### config.mk
export PLATFORM = sky130hd
export DESIGN_NAME = burst_mem_controller_flat
export DESIGN_NICKNAME = d
export VERILOG_FILES = /design/src/rtl/burst_mem_if.sv /design/src/rtl/burst_mem_controller.sv /design/src/flat_wrapper.sv
export SDC_FILE = /design/constraint.sdc
export NUM_CORES = 2
export LEC_CHECK = 0
export CAP_MARGIN = 20
export CORE_UTILIZATION = 50
export CTS_CLUSTER_SIZE = 28
export DETAILED_ROUTE_END_ITERATION = 7
export PLACE_DENSITY_LB_ADDON = 0.15
export SLEW_MARGIN = 20
export SYNTH_ARGS = -nofsm -noshare
export SYNTH_HDL_FRONTEND = slang
export SYNTH_SLANG_ARGS = --single-unit
### constraint.sdc
create_clock -name clk -period 5.3 [get_ports clk]
set_clock_uncertainty 0.05 [all_clocks]
set_input_delay 0.53 -clock clk [delete_from_list [all_inputs] [get_ports clk]]
set_output_delay 0.53 -clock clk [all_outputs]
set_load 0.02 [all_outputs]
### src/rtl/burst_mem_if.sv
// burst_mem_if: rx/tx FIFO handshake bundle between the burst memory controller and its byte FIFOs
interface burst_mem_if #(parameter int FIFO_WIDTH = 8);
    logic                  rx_fifo_empty;
    logic [FIFO_WIDTH-1:0] din;
    logic                  tx_fifo_full;
    logic                  rx_fifo_rd_en;
    logic                  tx_fifo_wr_en;
    logic [FIFO_WIDTH-1:0] dout;
    logic [5:0]            state_leds;
    logic                  busy;
    modport master (
        input  rx_fifo_empty, din, tx_fifo_full,
        output rx_fifo_rd_en, tx_fifo_wr_en, dout, state_leds, busy
    );
    modport slave (
        output rx_fifo_empty, din, tx_fifo_full,
        input  rx_fifo_rd_en, tx_fifo_wr_en, dout, state_leds, busy
    );
endinterface

### src/rtl/burst_mem_controller.sv
// burst_mem_controller: byte-command front end (read/write/burst) to an internal synchronous-read memory.
// Define BURST_MEM_ACK_EN to acknowledge every completed write with a 0x4B byte.
module burst_mem_controller #(
    parameter int FIFO_WIDTH = 8,
    parameter int MEM_WIDTH  = 16,
    parameter int MEM_DEPTH  = 256,
    parameter int ADDR_BYTES = 1
) (
    input logic        clk,
    input logic        rst_n,
    burst_mem_if.master bus
);
    localparam int AW = $clog2(MEM_DEPTH);
    localparam int NB = MEM_WIDTH / 8;

    typedef enum logic [3:0] {
        IDLE     = 4'd0,
        GET_CMD  = 4'd1,
        GET_ADDR = 4'd2,
        GET_LEN  = 4'd3,
        GET_DATA = 4'd4,
        MEM_WR   = 4'd5,
        MEM_RD   = 4'd6,
        SEND     = 4'd7,
        SEND_ACK = 4'd8
    } state_t;

`ifdef BURST_MEM_ACK_EN
    localparam state_t WR_DONE = SEND_ACK;
`else
    localparam state_t WR_DONE = IDLE;
`endif

    state_t                state, nxt;
    logic                  pend;
    logic [1:0]            cmd;
    logic [AW-1:0]         addr;
    logic [FIFO_WIDTH-1:0] abuf;
    logic                  ab_cnt;
    logic [7:0]            len;
    logic [1:0]            bcnt;
    logic [MEM_WIDTH-1:0]  wbuf;
    logic [MEM_WIDTH-1:0]  rdata;
    logic [MEM_WIDTH-1:0]  mem [MEM_DEPTH];
    logic                  get_st, a_last, b_last, cmd_ok;

    assign get_st = state inside {GET_CMD, GET_ADDR, GET_LEN, GET_DATA};
    assign a_last = ab_cnt == 1'(ADDR_BYTES - 1);
    assign b_last = bcnt == 2'(NB - 1);
    assign cmd_ok = bus.din[7:2] == 6'b001100;

    // pend marks the cycle in which the byte popped last cycle is on din
    always_comb begin
        nxt = state;
        case (state)
            IDLE:     nxt = bus.rx_fifo_empty ? IDLE : GET_CMD;
            GET_CMD:  nxt = pend ? (cmd_ok ? GET_ADDR : IDLE) : GET_CMD;
            GET_ADDR: nxt = (pend && a_last) ? (cmd[1] ? GET_LEN : cmd[0] ? GET_DATA : MEM_RD) : GET_ADDR;
            GET_LEN:  nxt = pend ? (cmd[0] ? GET_DATA : MEM_RD) : GET_LEN;
            GET_DATA: nxt = (pend && b_last) ? MEM_WR : GET_DATA;
            MEM_WR:   nxt = (len == 8'd0) ? WR_DONE : GET_DATA;
            MEM_RD:   nxt = SEND;
            SEND:     nxt = (!bus.tx_fifo_full && b_last) ? ((len == 8'd0) ? IDLE : MEM_RD) : SEND;
            SEND_ACK: nxt = bus.tx_fifo_full ? SEND_ACK : IDLE;
            default:  nxt = IDLE;
        endcase
    end

    assign bus.rx_fifo_rd_en = get_st && !pend && !bus.rx_fifo_empty;
    assign bus.tx_fifo_wr_en = (state == SEND || state == SEND_ACK) && !bus.tx_fifo_full;
    assign bus.dout = (state == SEND) ? 8'(rdata >> {bcnt, 3'b000}) : (state == SEND_ACK) ? 8'h4B : 8'h00;
    assign bus.busy = state != IDLE;
    assign bus.state_leds = {cmd, state};

    always_ff @(posedge clk or negedge rst_n)
        if (!rst_n)
            state <= IDLE;
        else
            state <= nxt;

    always_ff @(posedge clk or negedge rst_n) begin
        if (!rst_n) begin
            pend   <= 1'b0;
            cmd    <= 2'd0;
            addr   <= '0;
            abuf   <= '0;
            ab_cnt <= 1'b0;
            len    <= 8'd0;
            bcnt   <= 2'd0;
            wbuf   <= '0;
        end else begin
            pend <= bus.rx_fifo_rd_en;
            if (state == GET_CMD && pend && cmd_ok) begin
                cmd    <= bus.din[1:0];
                ab_cnt <= 1'b0;
                len    <= 8'd0;
                bcnt   <= 2'd0;
            end
            if (state == GET_ADDR && pend) begin
                abuf   <= bus.din;
                addr   <= ab_cnt ? AW'({bus.din, abuf}) : AW'(bus.din);
                ab_cnt <= a_last ? 1'b0 : ab_cnt + 1'b1;
            end
            if (state == GET_LEN && pend)
                len <= bus.din;
            // bytes arrive LSB first, so each new byte enters at the top and shifts down
            if (state == GET_DATA && pend) begin
                wbuf <= (MEM_WIDTH'(bus.din) << (MEM_WIDTH - 8)) | (wbuf >> 8);
                bcnt <= b_last ? 2'd0 : bcnt + 2'd1;
            end
            if (state == MEM_WR) begin
                addr <= addr + 1'b1;
                if (len != 8'd0)
                    len <= len - 8'd1;
            end
            if (state == SEND && !bus.tx_fifo_full) begin
                bcnt <= b_last ? 2'd0 : bcnt + 2'd1;
                if (b_last) begin
                    addr <= addr + 1'b1;
                    if (len != 8'd0)
                        len <= len - 8'd1;
                end
            end
        end
    end

    // memory has no reset so its contents survive rst_n
    always_ff @(posedge clk) begin
        if (state == MEM_WR)
            mem[addr] <= wbuf;
        rdata <= mem[addr];
    end
endmodule

### src/flat_wrapper.sv
// flat-port wrapper written by rule: the top's interface ports become plain ports
module burst_mem_controller_flat 
#(
    parameter int FIFO_WIDTH = 8,
    parameter int MEM_WIDTH  = 16,
    parameter int MEM_DEPTH  = 256,
    parameter int ADDR_BYTES = 1
)
  (clk, rst_n, bus_rx_fifo_empty, bus_din, bus_tx_fifo_full, bus_rx_fifo_rd_en, bus_tx_fifo_wr_en, bus_dout, bus_state_leds, bus_busy);
  burst_mem_if #(.FIFO_WIDTH(FIFO_WIDTH)) bus_i ();
  input logic clk;
  input logic rst_n;
  input wire logic [$bits(bus_i.rx_fifo_empty)-1:0] bus_rx_fifo_empty;
  input wire logic [$bits(bus_i.din)-1:0] bus_din;
  input wire logic [$bits(bus_i.tx_fifo_full)-1:0] bus_tx_fifo_full;
  output wire logic [$bits(bus_i.rx_fifo_rd_en)-1:0] bus_rx_fifo_rd_en;
  output wire logic [$bits(bus_i.tx_fifo_wr_en)-1:0] bus_tx_fifo_wr_en;
  output wire logic [$bits(bus_i.dout)-1:0] bus_dout;
  output wire logic [$bits(bus_i.state_leds)-1:0] bus_state_leds;
  output wire logic [$bits(bus_i.busy)-1:0] bus_busy;
  assign bus_i.rx_fifo_empty = bus_rx_fifo_empty;
  assign bus_i.din = bus_din;
  assign bus_i.tx_fifo_full = bus_tx_fifo_full;
  assign bus_rx_fifo_rd_en = bus_i.rx_fifo_rd_en;
  assign bus_tx_fifo_wr_en = bus_i.tx_fifo_wr_en;
  assign bus_dout = bus_i.dout;
  assign bus_state_leds = bus_i.state_leds;
  assign bus_busy = bus_i.busy;
  burst_mem_controller #(.FIFO_WIDTH(FIFO_WIDTH), .MEM_WIDTH(MEM_WIDTH), .MEM_DEPTH(MEM_DEPTH), .ADDR_BYTES(ADDR_BYTES)) u_core (.clk(clk), .rst_n(rst_n), .bus(bus_i));
endmodule
==> impl_metrics.yaml <==
status:
  run_status: "finished clean"
clocking:
  clock-sinks: 4153
  cts_root_buf: "sky130_fd_sc_hd__clkbuf_16"
  cts-htree-levels: 5
  cts_tree: "done"
  maximum_clock_path_buffer_count: 4
  postCtsSetupBuffers: 0
  clock_insertion_delay_worst_skew_ns: 0.97
  tritoncts.num_buffers: 413
  clk_pin_slew_worst_setup_hold_paths_ns: 0.06
power:
  power_density_mw_per_mm2: 525
  ir_worst_vdd_v: 0.000489
  totalPowerFinal_mw: 94.3
  leakage_nw: 57.0
die:
  dieHeight_um: 563
  io-pin-count: 29
  coreArea_mm2: 0.312
  die_width_um: 563
  initial_standard_cell_utilization_of_the_core: 0.504
  core.rowCount: 205
  floorplan.die_area_mm2: 0.317
detailed_routing:
  firstDrtPassIters: 7
  detail_route.vias_per_cell: 6.40
  detailroute.via_count: 76800
  drt.antenna.violating_nets: 0
  finalWirelength_um: 409000
  remaining_drc_errors: 0
  drt-initial-drc-count: 9530
  avg_wl_per_cell_um: 34.1
sta:
  timing_worst_slew_pin_value_ns: 1.16
  whs_ns: 0.147
  rsz0062_at_grt: "false"
  maxSlewHeadroom: 0.217
  timing.final.hold_violations: 0
  setup_viol_count_final: 0
  finalMaxSlewViolations: 0
  layout_min_cycle_time_ns: 4.86
  period_share: 0.917
  fmax_mhz: 206
synth:
  yosysWarnings: 0
  synthTopCellsByCount: "4096 x sky130_fd_sc_hd__edfxtp_1, 1024 x sky130_fd_sc_hd__mux4_2, 513 x sky130_fd_sc_hd__a22oi_1"
  synth-seq-cells: 4153
  yosysTopAreaCellShare: 0.782
  synthArstFlopShare: 0.00987
  syn_inst: 6937
  edff_count_synth: 4096
  synth_top_cell_by_area: "sky130_fd_sc_hd__edfxtp_1"
  yosysSeqAreaShare: 0.790
  syn_area_per_cell_um2: 22.7
  netlist_area_mm2: 0.157
  ys_dominant_reg_cell: "sky130_fd_sc_hd__edfxtp_1"
  yosys.cell_types.count: 51
  synth_most_common_cell: "sky130_fd_sc_hd__edfxtp_1"
  synth_nets: 6955
  synth.area.top_cells: "sky130_fd_sc_hd__edfxtp_1 78%, sky130_fd_sc_hd__mux4_2 15%, sky130_fd_sc_hd__a22oi_1 2.4%, sky130_fd_sc_hd__a21oi_1 0.85%, sky130_fd_sc_hd__nor2_1 0.67%"
setup_path:
  cp.required_ns: 4.72
  end_kind: "output port"
  timing.critical_path.from: "u_core.state[2]"
  reg2reg_depth: 8
  crit-reg2reg-capture: "u_core.rdata[2]"
  setup.reg_to_reg.worst_slack_ns: 0.70
  arrival_ns: 4.28
  regToRegStartpoint: "u_core.addr[0]"
  crit_path_end: "bus_dout[0]"
  kind_of_launch_point_of_the_worst_setup_path: "flip-flop"
  path_class: "reg -> out"
  crit_path_max_fanout: 12
grt:
  grt.overflow.total: 0
  grt_antenna_before_repair: 9
  first_global_vias: 76700
  grt_pass1_wl_um: 581000
  track_usage: 0.258
  maximum_number_of_pins_on_one_net_before_global_route_repair: 209
placement:
  place_congestion: 0.835
  number_of_buffers_inserted_by_port_buffering: 28
  place.detailed.hpwl_um: 238000
run:
  count_of_maximum_capacitance_violations: 0
final_layout:
  areaGrowthSynthToFinish_pct: 14.2
  drive_above_1_share: 0.288
  final_net_count: 7522
worst_hold_path:
  min-delay-path-class: "in -> reg"
==> timing repair <==
| action | in CTS | in global routing |
|---|---|---|
| hold buffers | 1 | 0 |
| endpoints found under the setup margin | 0 | 0 |
| hold endpoints to repair | 41 | 0 |
| gates resized for setup | 0 | 0 |
==> how the worst min path moves through the flow <==
stage                       from        endpoint  slack [ns]  cells after the start
2_1_floorplan              rst_n  u_core.addr[0]        0.18                      0
3_5_place_dp       u_core.len[0]   u_core.len[0]        0.45                      1
4_1_cts        bus_rx_fifo_empty     u_core.pend        0.07                      2
3_3_place_gp       u_core.len[0]   u_core.len[0]        0.44                      1
5_1_grt        bus_rx_fifo_empty     u_core.pend        0.12                      2
6_report       bus_rx_fifo_empty     u_core.pend        0.15                      2
==> logic make-up (layout without fill, tap and decap cells) <==
group,Yosys count,after routing,synth area share
buf+inv,437,1348,0.0117
mux,1051,1051,0.148
flops,4153,4153,0.790
simple gates,404,404,0.0109
compound gates,885,885,0.0384
fa+ha+maj,6,6,0.000477
xor+xnor,1,1,0.0000557
other cells,0,5,0
==> worst max-delay path: stages (launching register included) <==
cell,delay (ns)
sky130_fd_sc_hd__dfrtp_1,0.56
sky130_fd_sc_hd__nor2b_1,0.35
sky130_fd_sc_hd__nand3_1,0.17
sky130_fd_sc_hd__or2_2,0.47
sky130_fd_sc_hd__o21ai_0,0.97
sky130_fd_sc_hd__clkdlybuf4s50_1,0.78
==> flip-flops by register name, indices dropped and copies added (netlist names) <==
register / flops
u_core.mem: 4096
u_core.pend: 1
u_core.state: 4
u_core.bcnt: 2
u_core.wbuf: 16
u_core.cmd: 2
u_core.addr: 8
u_core.rdata: 16
u_core.len: 8
==> final cells by class <==
cell class,count,area [um2]
multi-input cells,2347,31500
flip-flops and latches,4153,124000
repair buffers,578,5290
clock inverters,260,2570
fillers,22700,133000
clock buffers,499,10700
inverters,11,41.3
well taps,4140,5180
diodes,5,12.5
==> power by group <==
part | internal [mW] | total (mW) | switching, mW
registers | 39.5 | 40.9 | 1.37
clock network | 16.4 | 28.7 | 12.4
logic | 9.83 | 24.7 | 14.9
==> through the flow <==
stage / instance area [um2] / setup slack [ns] / std cells / util / setup TNS, ns
CTS: 180000 / 0.353 / 12000 / 0.575 / 0
global placement: 166000 / -0.0941 / 11200 / 0.532 / -0.0941
global route: 180000 / 0.371 / 12000 / 0.575 / 0
finish: 180000 / 0.439 / 12000 / 0.575 / 0
floorplan: 157000 / 1.25 / 6937 / - / 0
detailed placement: 166000 / 0.717 / 11200 / 0.532 / 0
==> placed cells by master, fill, tap and decap left out, drive strengths merged, types with 4 or more instances in the layout <==
master,netlist,routed
a22oi,513,513
clkbuf,279,499
inv,11,26
mux2,17,17
dfxtp,16,16
o41ai,64,64
clkinvlp,0,17
nand4,18,18
dfrtp,41,41
nand3,8,8
clkdlybuf4s50,0,27
and3,6,6
edfxtp,4096,4096
nor2b,7,7
o21ai,18,18
nor3,6,6
nand2,54,54
and2,4,4
buf,147,550
mux2i,10,10
diode,0,5
bufinv,0,40
mux4,1024,1024
clkinv,0,188
nand2b,4,4
a21oi,267,267
ha,6,6
nor2,280,280
==> routing by layer <==
layer | GRT usage | share of wire
met2 | 0.410 | 0.48
met3 | 0.0368 | 0.079
met4 | 0.0860 | 0.035
met5 | 0 | 0.00010
met1 | 0.374 | 0.40
No activity file was read; power rests on OpenSTA's default activity.
